**config.mk**
```make
export PLATFORM = sky130hd
export DESIGN_NAME = truth_table_sweeper
export DESIGN_NICKNAME = d
export VERILOG_FILES = /design/src/rtl/truth_table_sweeper.sv
export SDC_FILE = /design/constraint.sdc
export NUM_CORES = 1
export LEC_CHECK = 0
export CAP_MARGIN = 20
export CORE_AREA = 2 2 64 66
export CTS_BUF_LIST = sky130_fd_sc_hd__clkbuf_8
export CTS_CLUSTER_SIZE = 10
export DETAILED_ROUTE_END_ITERATION = 7
export DIE_AREA = 0 0 66 68
export GPL_ROUTABILITY_DRIVEN = 1
export PLACE_DENSITY = 0.76
export SYNTH_ARGS = -nofsm -noshare
export SYNTH_HDL_FRONTEND = slang
export SYNTH_SLANG_ARGS = --single-unit
```
**constraint.sdc**
```tcl
create_clock -name clk -period 1.9 [get_ports clk]
set_input_delay 0.38 -clock clk [delete_from_list [all_inputs] [get_ports clk]]
set_output_delay 0.38 -clock clk [all_outputs]
set_load 0.01 [all_outputs]
```
**src/rtl/truth_table_sweeper.sv**
```systemverilog
// Purpose: sweeps every input combination of one N_IN-input gate, samples its output into a truth-table word, and checks that word against a reference.
// Latency: 2**N_IN*(SETTLE_CYCLES+1)+1 cycles from the accepted start edge to the done cycle.
// Backpressure: none. start is accepted only in IDLE, and abort cancels a running sweep.
// Ports:
//   clk, rst            clock; asynchronous active-high reset
//   start, abort        launch a sweep (in IDLE); cancel a sweep (DRIVE/SAMPLE)
//   expected            reference table, latched on an accepted start
//   dut_in / dut_out    combination driven to the gate (MSB = in1) / gate output
//   busy, done          sweep in progress / one-cycle completion pulse
//   truth_table         captured table; combination k lands in bit 2**N_IN-1-k
//   table_valid         truth_table/match/mismatch hold a complete result
//   match, mismatch     table == expected / table ^ expected
module truth_table_sweeper #(
    parameter int N_IN          = 3,
    parameter int SETTLE_CYCLES = 4
) (
    input  logic                 clk,
    input  logic                 rst,
    input  logic                 start,
    input  logic                 abort,
    input  logic [2**N_IN-1:0]   expected,
    output logic [N_IN-1:0]      dut_in,
    input  logic                 dut_out,
    output logic                 busy,
    output logic                 done,
    output logic [2**N_IN-1:0]   truth_table,
    output logic                 table_valid,
    output logic                 match,
    output logic [2**N_IN-1:0]   mismatch
);

    localparam int W  = 2**N_IN;
    localparam int CW = (SETTLE_CYCLES > 1) ? $clog2(SETTLE_CYCLES) : 1;
    localparam logic [CW-1:0] CNT_RELOAD = CW'(SETTLE_CYCLES - 1);

    typedef enum logic [1:0] {IDLE, DRIVE, SAMPLE, DONE} state_t;

    state_t            state, state_nxt;
    logic [N_IN-1:0]   dut_in_nxt;
    logic [CW-1:0]     cnt, cnt_nxt;
    logic [W-1:0]      exp_q, exp_nxt;
    logic [W-1:0]      tbl_nxt, tbl_smp, mm_nxt;
    logic              valid_nxt, match_nxt;
    logic [N_IN-1:0]   bitpos;

    // dut_in doubles as the sweep index. Combination k is stored at bit
    // W-1-k, which is simply the bitwise complement of k in N_IN bits.
    always_comb begin
        bitpos           = ~dut_in;
        tbl_smp          = truth_table;
        tbl_smp[bitpos]  = dut_out;
    end

    assign busy = (state == DRIVE) || (state == SAMPLE);
    assign done = (state == DONE);

    always_comb begin
        state_nxt  = state;
        dut_in_nxt = dut_in;
        cnt_nxt    = cnt;
        exp_nxt    = exp_q;
        tbl_nxt    = truth_table;
        valid_nxt  = table_valid;
        match_nxt  = match;
        mm_nxt     = mismatch;
        case (state)
            IDLE: begin
                if (start && !abort) begin
                    state_nxt  = DRIVE;
                    dut_in_nxt = '0;
                    cnt_nxt    = CNT_RELOAD;
                    exp_nxt    = expected;
                    tbl_nxt    = '0;
                    valid_nxt  = 1'b0;
                    match_nxt  = 1'b0;
                    mm_nxt     = '0;
                end
            end
            DRIVE: begin
                if (abort) begin
                    state_nxt  = IDLE;
                    dut_in_nxt = '0;
                end else if (cnt == '0) begin
                    state_nxt = SAMPLE;
                end else begin
                    cnt_nxt = cnt - CW'(1);
                end
            end
            SAMPLE: begin
                // An abort discards this cycle's sample, and the partial table stays visible.
                if (abort) begin
                    state_nxt  = IDLE;
                    dut_in_nxt = '0;
                end else begin
                    tbl_nxt = tbl_smp;
                    if (&dut_in) begin
                        state_nxt = DONE;
                        valid_nxt = 1'b1;
                        match_nxt = (tbl_smp == exp_q);
                        mm_nxt    = tbl_smp ^ exp_q;
                    end else begin
                        state_nxt  = DRIVE;
                        dut_in_nxt = dut_in + N_IN'(1);
                        cnt_nxt    = CNT_RELOAD;
                    end
                end
            end
            DONE: begin
                state_nxt  = IDLE;
                dut_in_nxt = '0;
            end
            default: begin
                state_nxt  = IDLE;
                dut_in_nxt = '0;
            end
        endcase
    end

    always_ff @(posedge clk or posedge rst) begin
        if (rst) begin
            state       <= IDLE;
            dut_in      <= '0;
            cnt         <= '0;
            exp_q       <= '0;
            truth_table <= '0;
            table_valid <= 1'b0;
            match       <= 1'b0;
            mismatch    <= '0;
        end else begin
            state       <= state_nxt;
            dut_in      <= dut_in_nxt;
            cnt         <= cnt_nxt;
            exp_q       <= exp_nxt;
            truth_table <= tbl_nxt;
            table_valid <= valid_nxt;
            match       <= match_nxt;
            mismatch    <= mm_nxt;
        end
    end

endmodule

```
# Word-level counts from Yosys, hierarchy flattened
# Cells that the tools add are included.
[classes]
n_addsub = 2
order_cmp = 2
eq_ne = 13
n_mux = 33
bitwise_logic = 2
reduce_logical = 15
[ops]
columns = ["operator", "n"]
rows = [
  ["$mux 8", 4],
  ["$pmux 8 s2", 2],
  ["$mux 2", 10],
  ["$mux 3", 4],
  ["$ne 2x2->1 const B", 6],
  ["$pmux 3 s4", 1],
  ["$reduce_and 3->1", 3],
  ["$bwmux 8", 1],
  ["$eq 8x8->1", 1],
  ["$pmux 2 s4", 1],
  ["$xor 8x8->8", 1],
  ["$mux 1", 6],
  ["$pmux 2 s3", 1],
  ["$reduce_and 6->1", 1],
  ["$eq 2x2->1 const B", 2],
  ["$logic_not 2->1", 2],
  ["$lt 3x4->1 const B", 1],
  ["$pmux 1 s2", 2],
  ["$reduce_and 2->1", 2],
  ["$reduce_and 4->1", 1],
  ["$add 3x1->3 const B", 1],
  ["$demux 1 s3", 1],
  ["$ge 3x1->1 const B", 1],
  ["$ne 3x2->1 const B", 1],
  ["10 further kinds", 11],
]
[totals]
regBits = 33
inputBits = 13
output_inout_bits = 23
word_cells = 75

# Longest topological paths before layout
# Gate-level depths: netlist of the first run.
[logic_depth]
ltp_word = 10
mapped_depth = 10
ltp_nobuf = 7

# Least setup slack after synthesis of the first run
# No wires, ideal clock.
[synth_path]
path_kind = "register to register"
startpoint = "register dut_in[2]"
endpoint = "register match"
setup_time_ps = 104
t_arrival_ps = 1941
t_required_ps = 1796
slack_ps = -145
stages_incl_launch_ff = 7
path_buffers = 1
synth_period_minus_slack_ps = 2045
cell_sequence = "dfrtp_1 buf_6 or3b_4 mux2i_1 xnor2_1 or4_1 o41ai_2"
[synth_via]
elab_chain_len = 10
[synth_rtl]
columns = ["item", "line_no", "rtl"]
rows = [
  ["start, declared", "22", "output logic [N_IN-1:0] dut_in,"],
  ["start signal, assigned", "131", "dut_in <= dut_in_nxt;"],
  ["$not 3->3", "49", "bitpos = ~dut_in;"],
  ["$lt 3x4->1 (implied by the code) / $ge 3x1->1 (equally long branches)", "51", "tbl_smp[bitpos] = dut_out;"],
  ["$logic_and 1x1->1 (implied by the code)", "51", ""],
  ["$mux 1 (implied by the code)", "51", ""],
  ["$demux 1 s3", "51", ""],
  ["$bwmux 8", "51", ""],
  ["$eq 8x8->1", "99", "match_nxt = (tbl_smp == exp_q);"],
  ["$mux 1", "96", "if (&dut_in) begin"],
  ["$mux 1", "91", "if (abort) begin"],
  ["$pmux 1 s2", "66", "case (state)"],
  ["end signal, assigned", "136", "match <= match_nxt;"],
  ["end, declared", "28", "output logic match,"],
]
# Several ways; a longest one is shown, not always the timed one. The select of a mux whose other input is x is not followed.
# A chain may end at the register's enable or synchronous reset.

# Worst setup path in the final report of the first run
[layout_path]
startpoint = "register dut_in[1]"
endpoint = "register match"
# The elaborated chain is that of the path after synthesis.

==> results by group, run 1 <==
Cells and area
  • Fin area: approximately 2500 sq um
  • Layout cells sized above 1: between 20% and 30%
  • Finished Core Util: between 60% and 70%
  • Most frequent cells in the layout: 33 x clkdlybuf4s50_1, 31 x dfrtp_1, 28 x buf_4, 13 x inv_1, 11 x a21oi_1
  • Leading cell type in the layout, fill and taps excluded: clkdlybuf4s50_1
  • Nets: around 240
  • Layout Cells excl Fill: around 270
  • Area grow syn2layout: 40.19%
  • Layout fillers: 317
  • Ant diodes: 0

CTS
  • CTS tree: built
  • CTS max path bufs: 2
  • Clock Pin Slew Worst Setup and Hold Paths: 0.07 ns
  • Clk Tree Root Cell: clkbuf_8
  • H-Tree Depth: 2
  • Sink Count: 33
  • Clock Latency Late Sink: 0.29 ns
  • Number of CTS-inserted buffers: 5

Power
  • Seq pwr share: between 30% and 40%
  • Pleak: roughly 1.2 nW
  • Clock group share of total power: around 25%
  • Switch share: 32.57%
  • Gate power share: around two fifths
  • Internal power: ~1.9 mW
  • Tot Pwr: between 2 and 3 mW
  • Power Density: between 1000 and 1500 nW/um^2
  • VDD IR max: 0.8370 mV
  • Psw: roughly 0.9 mW

STA
  • Max Fclk: just over 500 MHz
  • Hold Fails Final Rpt: 0
  • RSZ-0062 raised after global routing: yes
  • Tcrit/Tclk final: 104.0%
  • Worst Slack Setup Final: -0.07543 ns
  • Worst-Margin Slew: around 0.42 ns
  • Final Skew: 0.008581 ns
  • Worst-case hold slack: approximately 0.5 ns
  • Tmin final: just under 2 ns
  • Max transition margin: a little under three quarters
  • Pins over their slew limit: 0
  • Final setup fails: 1

Job
  • Max_cap viols: 0

Critical path
  • Worst EP required: between 2 and 2.5 ns
  • CP Max Fanout: 8
  • Critical Path Sink Type: register
  • Arr. time, crit path: around 2.2 ns
  • R2R cell count: 5
  • Crit path launch: dut_in[1]$_DFFE_PP0P_
  • Crit path kind: reg -> reg
  • Reg-to-reg setup timing slack: -0.08 ns
  • CP Capture Point: match$_DFFE_PP0P_
  • Reg-to-Reg End: match$_DFFE_PP0P_
  • RR Startpoint: dut_in[1]$_DFFE_PP0P_
  • Critical path launch point type: register

Status
  • Status: complete, but fails checks
  • Failing checks: setup timing

Synthesis
  • Cells after synthesis: between 150 and 200
  • Post-synthesis net count: 183
  • Synth Cell Area: 1753 sq um
  • Top_reg_cell synth: dfrtp_1
  • Total of warnings raised by yosys: 0
  • Cell variety after synth: 35
  • Number of flops mapped to enable cells by yosys: 0
  • FF+latch count, synth: 33
  • Post-synthesis sequential area ratio: between 40 and 50%
  • FFs w/ async S/R, synth: 100.0%
  • Syn Area/Cell: 10.82 sq um

Detailed routing
  • Starting DRC count in detailed routing: approximately 80
  • Final WL: 4183 um
  • DRC errors left: 0
  • DRT antenna net count: 0
  • Detailed-route via count: approximately 1,400
  • Drt pass-1 iters: 4
  • Drt via density: 5.237
  • Drt wl/cell: around 15 um

Die
  • Die area: about 4500 sq um
  • Chip Height: between 60 and 70 um
  • Top-level port count: 36
  • Initial cell density of the core: between 40 and 50%
  • Core ar.: between 3000 and 4000 sq um
  • Row count: 23
  • Die Span X: 66 um

Global routing
  • GRT Resource Usage Total: between 10% and 20%
  • GRT overflow: 0
  • Initial antenna violation count: 0
  • Vias in the first global route: roughly 1,400
  • Largest net degree at the start of global routing: 34
  • First-pass GRT wire length: around 6700 um

Placement
  • Post-DP HPWL: about 3000 um
  • Placed insts: ~260
  • IO buf count: 35
  • RePlAce Congestion: roughly 0.78
  • Cell Area, Placed: approximately 2300 sq um

Min path
  • Type of the worst min-delay path: in -> async
==> worst max-delay path, cell delays in order (launching register included) <==
cell,delay [ns]
dfrtp_2,0.46
or3b_4,0.40
mux2i_1,0.14
xnor2_1,0.16
or4_1,0.52
o41ai_2,0.20
==> timing repair <==
| action | CTS | global route |
|---|---|---|
| gates resized for setup | 4 | 5 |
| hold buffers | 0 | 0 |
| buffers inserted | 3 | 1 |
| endpoints found under the setup margin | 6 | 18 |
| pin swaps | 1 | 2 |
==> layout make-up <==
class | instances | area (sq um) | share of cell area, %
sequential | 33 | 828.3 | 33.71
tap | 50 | 62.56 | 2.546
timing repair buffer | 63 | 561.8 | 22.86
multi-input combinational | 108 | 843.3 | 34.32
clock buffer | 6 | 82.58 | 3.360
clock inverter | 2 | 33.78 | 1.375
inverter | 12 | 45.04 | 1.833
==> worst min-delay path by stage <==
| stage | depth (start not counted) | startpoint | slack [ns] | endpoint |
|---|---|---|---|---|
| 6_report | 3 | rst | 0.49 | cnt[1]$_DFFE_PP0P_ |
| 2_1_floorplan | 2 | cnt[0]$_DFFE_PP0P_ | 0.49 | cnt[0]$_DFFE_PP0P_ |
| 4_1_cts | 2 | table_valid$_DFFE_PP0P_ | 0.49 | table_valid$_DFFE_PP0P_ |
| 3_5_place_dp | 2 | table_valid$_DFFE_PP0P_ | 0.48 | table_valid$_DFFE_PP0P_ |
| 5_1_grt | 2 | match$_DFFE_PP0P_ | 0.51 | match$_DFFE_PP0P_ |
| 3_3_place_gp | 2 | table_valid$_DFFE_PP0P_ | 0.47 | table_valid$_DFFE_PP0P_ |
==> metrics by stage <==
| step | setup TNS (ns) | setup slack (ns) |
|---|---|---|
| floorplan | -0.1336 | -0.1336 |
| detailed placement | -1.392 | -0.2329 |
| global route | -0.1261 | -0.1261 |
| finish | -0.07543 | -0.07543 |
| global placement | -0.5792 | -0.1933 |
| CTS | -0.07980 | -0.07980 |
==> synthesized netlist by cell type (4+ instances only) <==
| cell type | count | area (sq um) |
|---|---|---|
| nand2_1 | 10 | 37.54 |
| nand3b_1 | 4 | 30.03 |
| xnor2_1 | 8 | 70.07 |
| o21ai_0 | 6 | 30.03 |
| a22o_1 | 9 | 78.83 |
| clkbuf_1 | 5 | 18.77 |
| inv_1 | 12 | 45.04 |
| mux2_2 | 9 | 101.4 |
| dfrtp_1 | 33 | 825.8 |
| nor2_1 | 4 | 15.01 |
| o22ai_1 | 6 | 37.54 |
| mux2i_1 | 9 | 90.09 |
| ha_1 | 8 | 100.1 |
| a21oi_1 | 11 | 55.05 |
==> sequential cells by signal (all words and copies together), names as in the netlist <==
name,count
dut_in,3
state,2
match,1
mismatch,8
exp_q,8
table_valid,1
cnt,2
truth_table,8
==> routing by layer <==
metal	wire (um)	GRT usage [%]	part of all wire, %	up-vias
li1	-	-	-	689
met1	1750	22.99	42	713
met2	2231	36.24	53	28
met3	152	4.605	3.6	5
met4	49	7.653	1.2	0
met5	0	0	0	-
==> kinds of logic (layout without fill, tap and decap cells) <==
group | count (synthesis) | in the layout | share of synthesized area (%)
flops | 33 | 33 | 47.11
compound gates | 40 | 40 | 15.63
mux | 18 | 18 | 10.92
fa+ha+maj | 8 | 8 | 5.710
buf+inv | 21 | 83 | 5.567
simple gates | 34 | 34 | 11.06
xor+xnor | 8 | 8 | 3.997
==> power groups by stage <==
stage,sequential [mW],clock [mW],combinational (mW)
global placement,0.975,0,0.980
detailed placement,0.987,0,1.03
floorplan,0.948,0,0.665
global route,0.985,0.708,1.24
finish,0.966,0.680,1.12
CTS,0.968,0.685,1.09
No activity file was read; power rests on OpenSTA's default activity.
==> inputs of run 2 (changes only) <==
Settings changed: CAP_MARGIN 20 to 0, CORE_AREA 2 2 64 66 to 5 5 67 69, DIE_AREA 0 0 66 68 to 0 0 72 74, PLACE_DENSITY 0.76 to unset, PLACE_DENSITY_LB_ADDON set to 0.25.
==> results by group, run 2 (same netlist as run 1, synthesis figures left out) <==
Status
  • Status: complete, but fails checks
  • Failing checks: setup timing

Cells and area
  • Layout cells sized above 1: 31.28% (+5.4 points)
  • Finished Core Util: 67.13% (+3.4 points)
  • Area taken by multi-input logic gates: 920.9 sq um (+9.2%)
  • Register Area: 829.5 sq um (+0.15%)
  • Layout fillers: 305 (-3.8%)
  • Leading cell type in the layout, fill and taps excluded: clkdlybuf4s50_1
  • Most frequent cells in the layout: 33 x clkdlybuf4s50_1, 30 x dfrtp_1, 29 x buf_4, 11 x a21oi_1, 10 x inv_1
  • Top Registers: exp_q x8, mismatch x8, truth_table x8
  • Area grow syn2layout: 47.68%
  • Fin area: 2589 sq um (+5.3%)
  • Layout Cells excl Fill: 277 (+1.1%)
  • Ant diodes: 0 (unchanged)
  • Nets: 247 (+1.2%)

Placement
  • Post-DP HPWL: 3284 um (+8.1%)
  • RePlAce Congestion: 0.8761 (+12%)
  • Placed insts: 265 (+1.1%)
  • IO buf count: 35 (unchanged)
  • Setup WS pre-CTS: -0.2287 ns (+0.004206 ns)
  • Cell Area, Placed: 2328 sq um (+1.5%)

Min path
  • Type of the worst min-delay path: in -> async

Critical path
  • Critical path launch point type: register
  • Worst path max stage delay: 0.50 ns (-0.02 ns)
  • Worst-path cell chain: or3b_4 > mux2i_4 > xnor2_2 > or4_4 > o41ai_4
  • Crit path kind: reg -> reg
  • Critical Path Slowest Stage Cell: or4_4
  • Arr. time, crit path: 2.21 ns (+0.05 ns)
  • R2R cell count: 5 (unchanged)
  • CP Max Fanout: 6 (-2)
  • Reg-to-Reg End: match$_DFFE_PP0P_
  • Top Family by Delay on Critical Path: simple AND/OR/NAND/NOR gates
  • RR Startpoint: dut_in[2]$_DFFE_PP0P_
  • Critical Path Sink Type: register
  • CP bufs+invs: 0 (unchanged)
  • Reg-to-reg setup timing slack: -0.11 ns (-0.04 ns)
  • Worst EP required: 2.09 ns (about the same)

STA
  • Max transition margin: 71.93% (+0.17 points)
  • Tcrit/Tclk final: 106.0% (+2.0 points)
  • RSZ-0062 raised after global routing: yes
  • Worst Slack Setup Final: -0.1137 ns (-0.03830 ns)
  • Worst-case hold slack: 0.4747 ns (-0.01232 ns)
  • Max Fclk: 496.6 MHz (-1.9%)
  • Tmin final: 2.014 ns (+0.03830 ns)
  • Pins over their slew limit: 0 (unchanged)
  • Final Skew: 0.004680 ns (-0.003901 ns)
  • Final setup fails: 1 (unchanged)
  • Fin Setup TNS: -0.1137 ns (-0.03830 ns)
  • Worst-Margin Slew: 0.4210 ns (-0.002606 ns)
  • Hold Fails Final Rpt: 0 (unchanged)

Power
  • Psw: 0.9958 mW (+11%)
  • Tot Pwr: 3.055 mW (+10%)
  • Clock group share of total power: 25.8% (+1.2 points)
  • Gate power share: 42.3% (+1.8 points)
  • Power Density: 1180 nW/um^2 (+4.9%)
  • VDD IR max: 0.8056 mV (-3.7%)
  • Switch share: 32.59% (about the same)
  • Pleak: 1.207 nW (+2.3%)
  • Seq pwr share: 31.9% (-3.0 points)
  • Internal power: 2.059 mW (+10%)

Global routing
  • First-pass GRT wire length: 7638 um (+14%)
  • Initial antenna violation count: 0 (unchanged)
  • Met1 Resource Use GR: 19.55% (-3.4 points)
  • GRT overflow: 0 (unchanged)
  • Met2 Use GR: 34.90% (-1.3 points)
  • Largest net degree at the start of global routing: 34 (unchanged)
  • Met3 Resource Use GR: 5.405% (+0.80 points)
  • GRT Resource Usage Total: 18.71% (-1.3 points)
  • Vias in the first global route: 1,679 (+21%)
  • Global routing's busiest layer: met2

Die
  • Row count: 23 (unchanged)
  • Top-level port count: 36 (unchanged)
  • Chip Height: 74 um (+8.8%)
  • Die Span X: 72 um (+9.1%)
  • Core ar.: 3856 sq um (unchanged)
  • Initial cell density of the core: 45.46% (unchanged)
  • Die area: 5328 sq um (+19%)

Detailed routing
  • DRT antenna net count: 0 (unchanged)
  • Drt via density: 5.274 (+0.71%)
  • Drt wl/cell: 16.07 um (+5.3%)
  • Starting DRC count in detailed routing: 38 (-54%)
  • Detailed-route via count: 1,461 (+1.8%)
  • Drt pass-1 iters: 4 (unchanged)
  • Final WL: 4452 um (+6.4%)
  • DRC errors left: 0 (unchanged)

CTS
  • H-Tree Depth: 2 (unchanged)
  • Clock Pin Slew Worst Setup and Hold Paths: 0.07 ns (about the same)
  • Clk Tree Root Cell: clkbuf_8
  • CTS tree: built
  • CTS max path bufs: 2 (unchanged)
  • Cts hold-fix bufs: 0 (unchanged)
  • Sink Count: 33 (unchanged)
  • Number of CTS-inserted buffers: 5 (unchanged)
  • Clock Latency Late Sink: 0.29 ns (about the same)

Job
  • Max_cap viols: 0 (unchanged)
-- run 2: cell types whose count changed in the layout (fill, tap and decap cells not counted), moves of 2 or more --
| cell | before | now |
|---|---|---|
| ha_4 | 0 | 3 |
| inv_1 | 13 | 10 |
| ha_1 | 6 | 4 |
| inv_2 | 0 | 2 |
-- run 2: cell type report --
class,count,area share (%)
tap,50,2.417
clock buffer,5,2.658
clock inverter,3,2.513
sequential,33,32.04
timing repair buffer,66,23.05
inverter,12,1.740
multi-input combinational,108,35.57
-- run 2: timing repair --
action	in CTS	in global routing
endpoints found under the setup margin	13	23
pin swaps	0	3
gates resized for setup	9	17
setup buffers	4	0
-- run 2: worst max-delay path by stage --
stage,start,endpoint,slack (ns),depth (start not counted)
after floorplan,dut_in[0]$_DFFE_PP0P_,match$_DFFE_PP0P_,-0.13,6
after global placement,dut_out,match$_DFFE_PP0P_,-0.14,6
after detailed placement,dut_out,match$_DFFE_PP0P_,-0.23,6
after CTS,dut_in[1]$_DFFE_PP0P_,match$_DFFE_PP0P_,-0.10,5
after global routing,dut_in[2]$_DFFE_PP0P_,match$_DFFE_PP0P_,-0.20,5
final,dut_in[2]$_DFFE_PP0P_,match$_DFFE_PP0P_,-0.11,5
-- run 2: power groups by stage --
stage	registers (mW)	clock network, mW	logic (mW)
2_1_floorplan	0.948	0	0.665
3_3_place_gp	0.968	0	1.06
3_5_place_dp	0.979	0	1.12
4_1_cts	0.960	0.796	1.21
5_1_grt	0.989	0.829	1.41
6_report	0.975	0.788	1.29
-- run 2: per-layer routing --
metal  wire length, um  share of wire, %
met2              2358                53
met4               136               3.1
met3               183               4.1
met1              1774                40
met5                 0                 0
-- run 2: tightest hold or removal path: stages --
cell,delay (ns)
clkdlybuf4s50_1,0.39
inv_1,0.05
buf_4,0.37
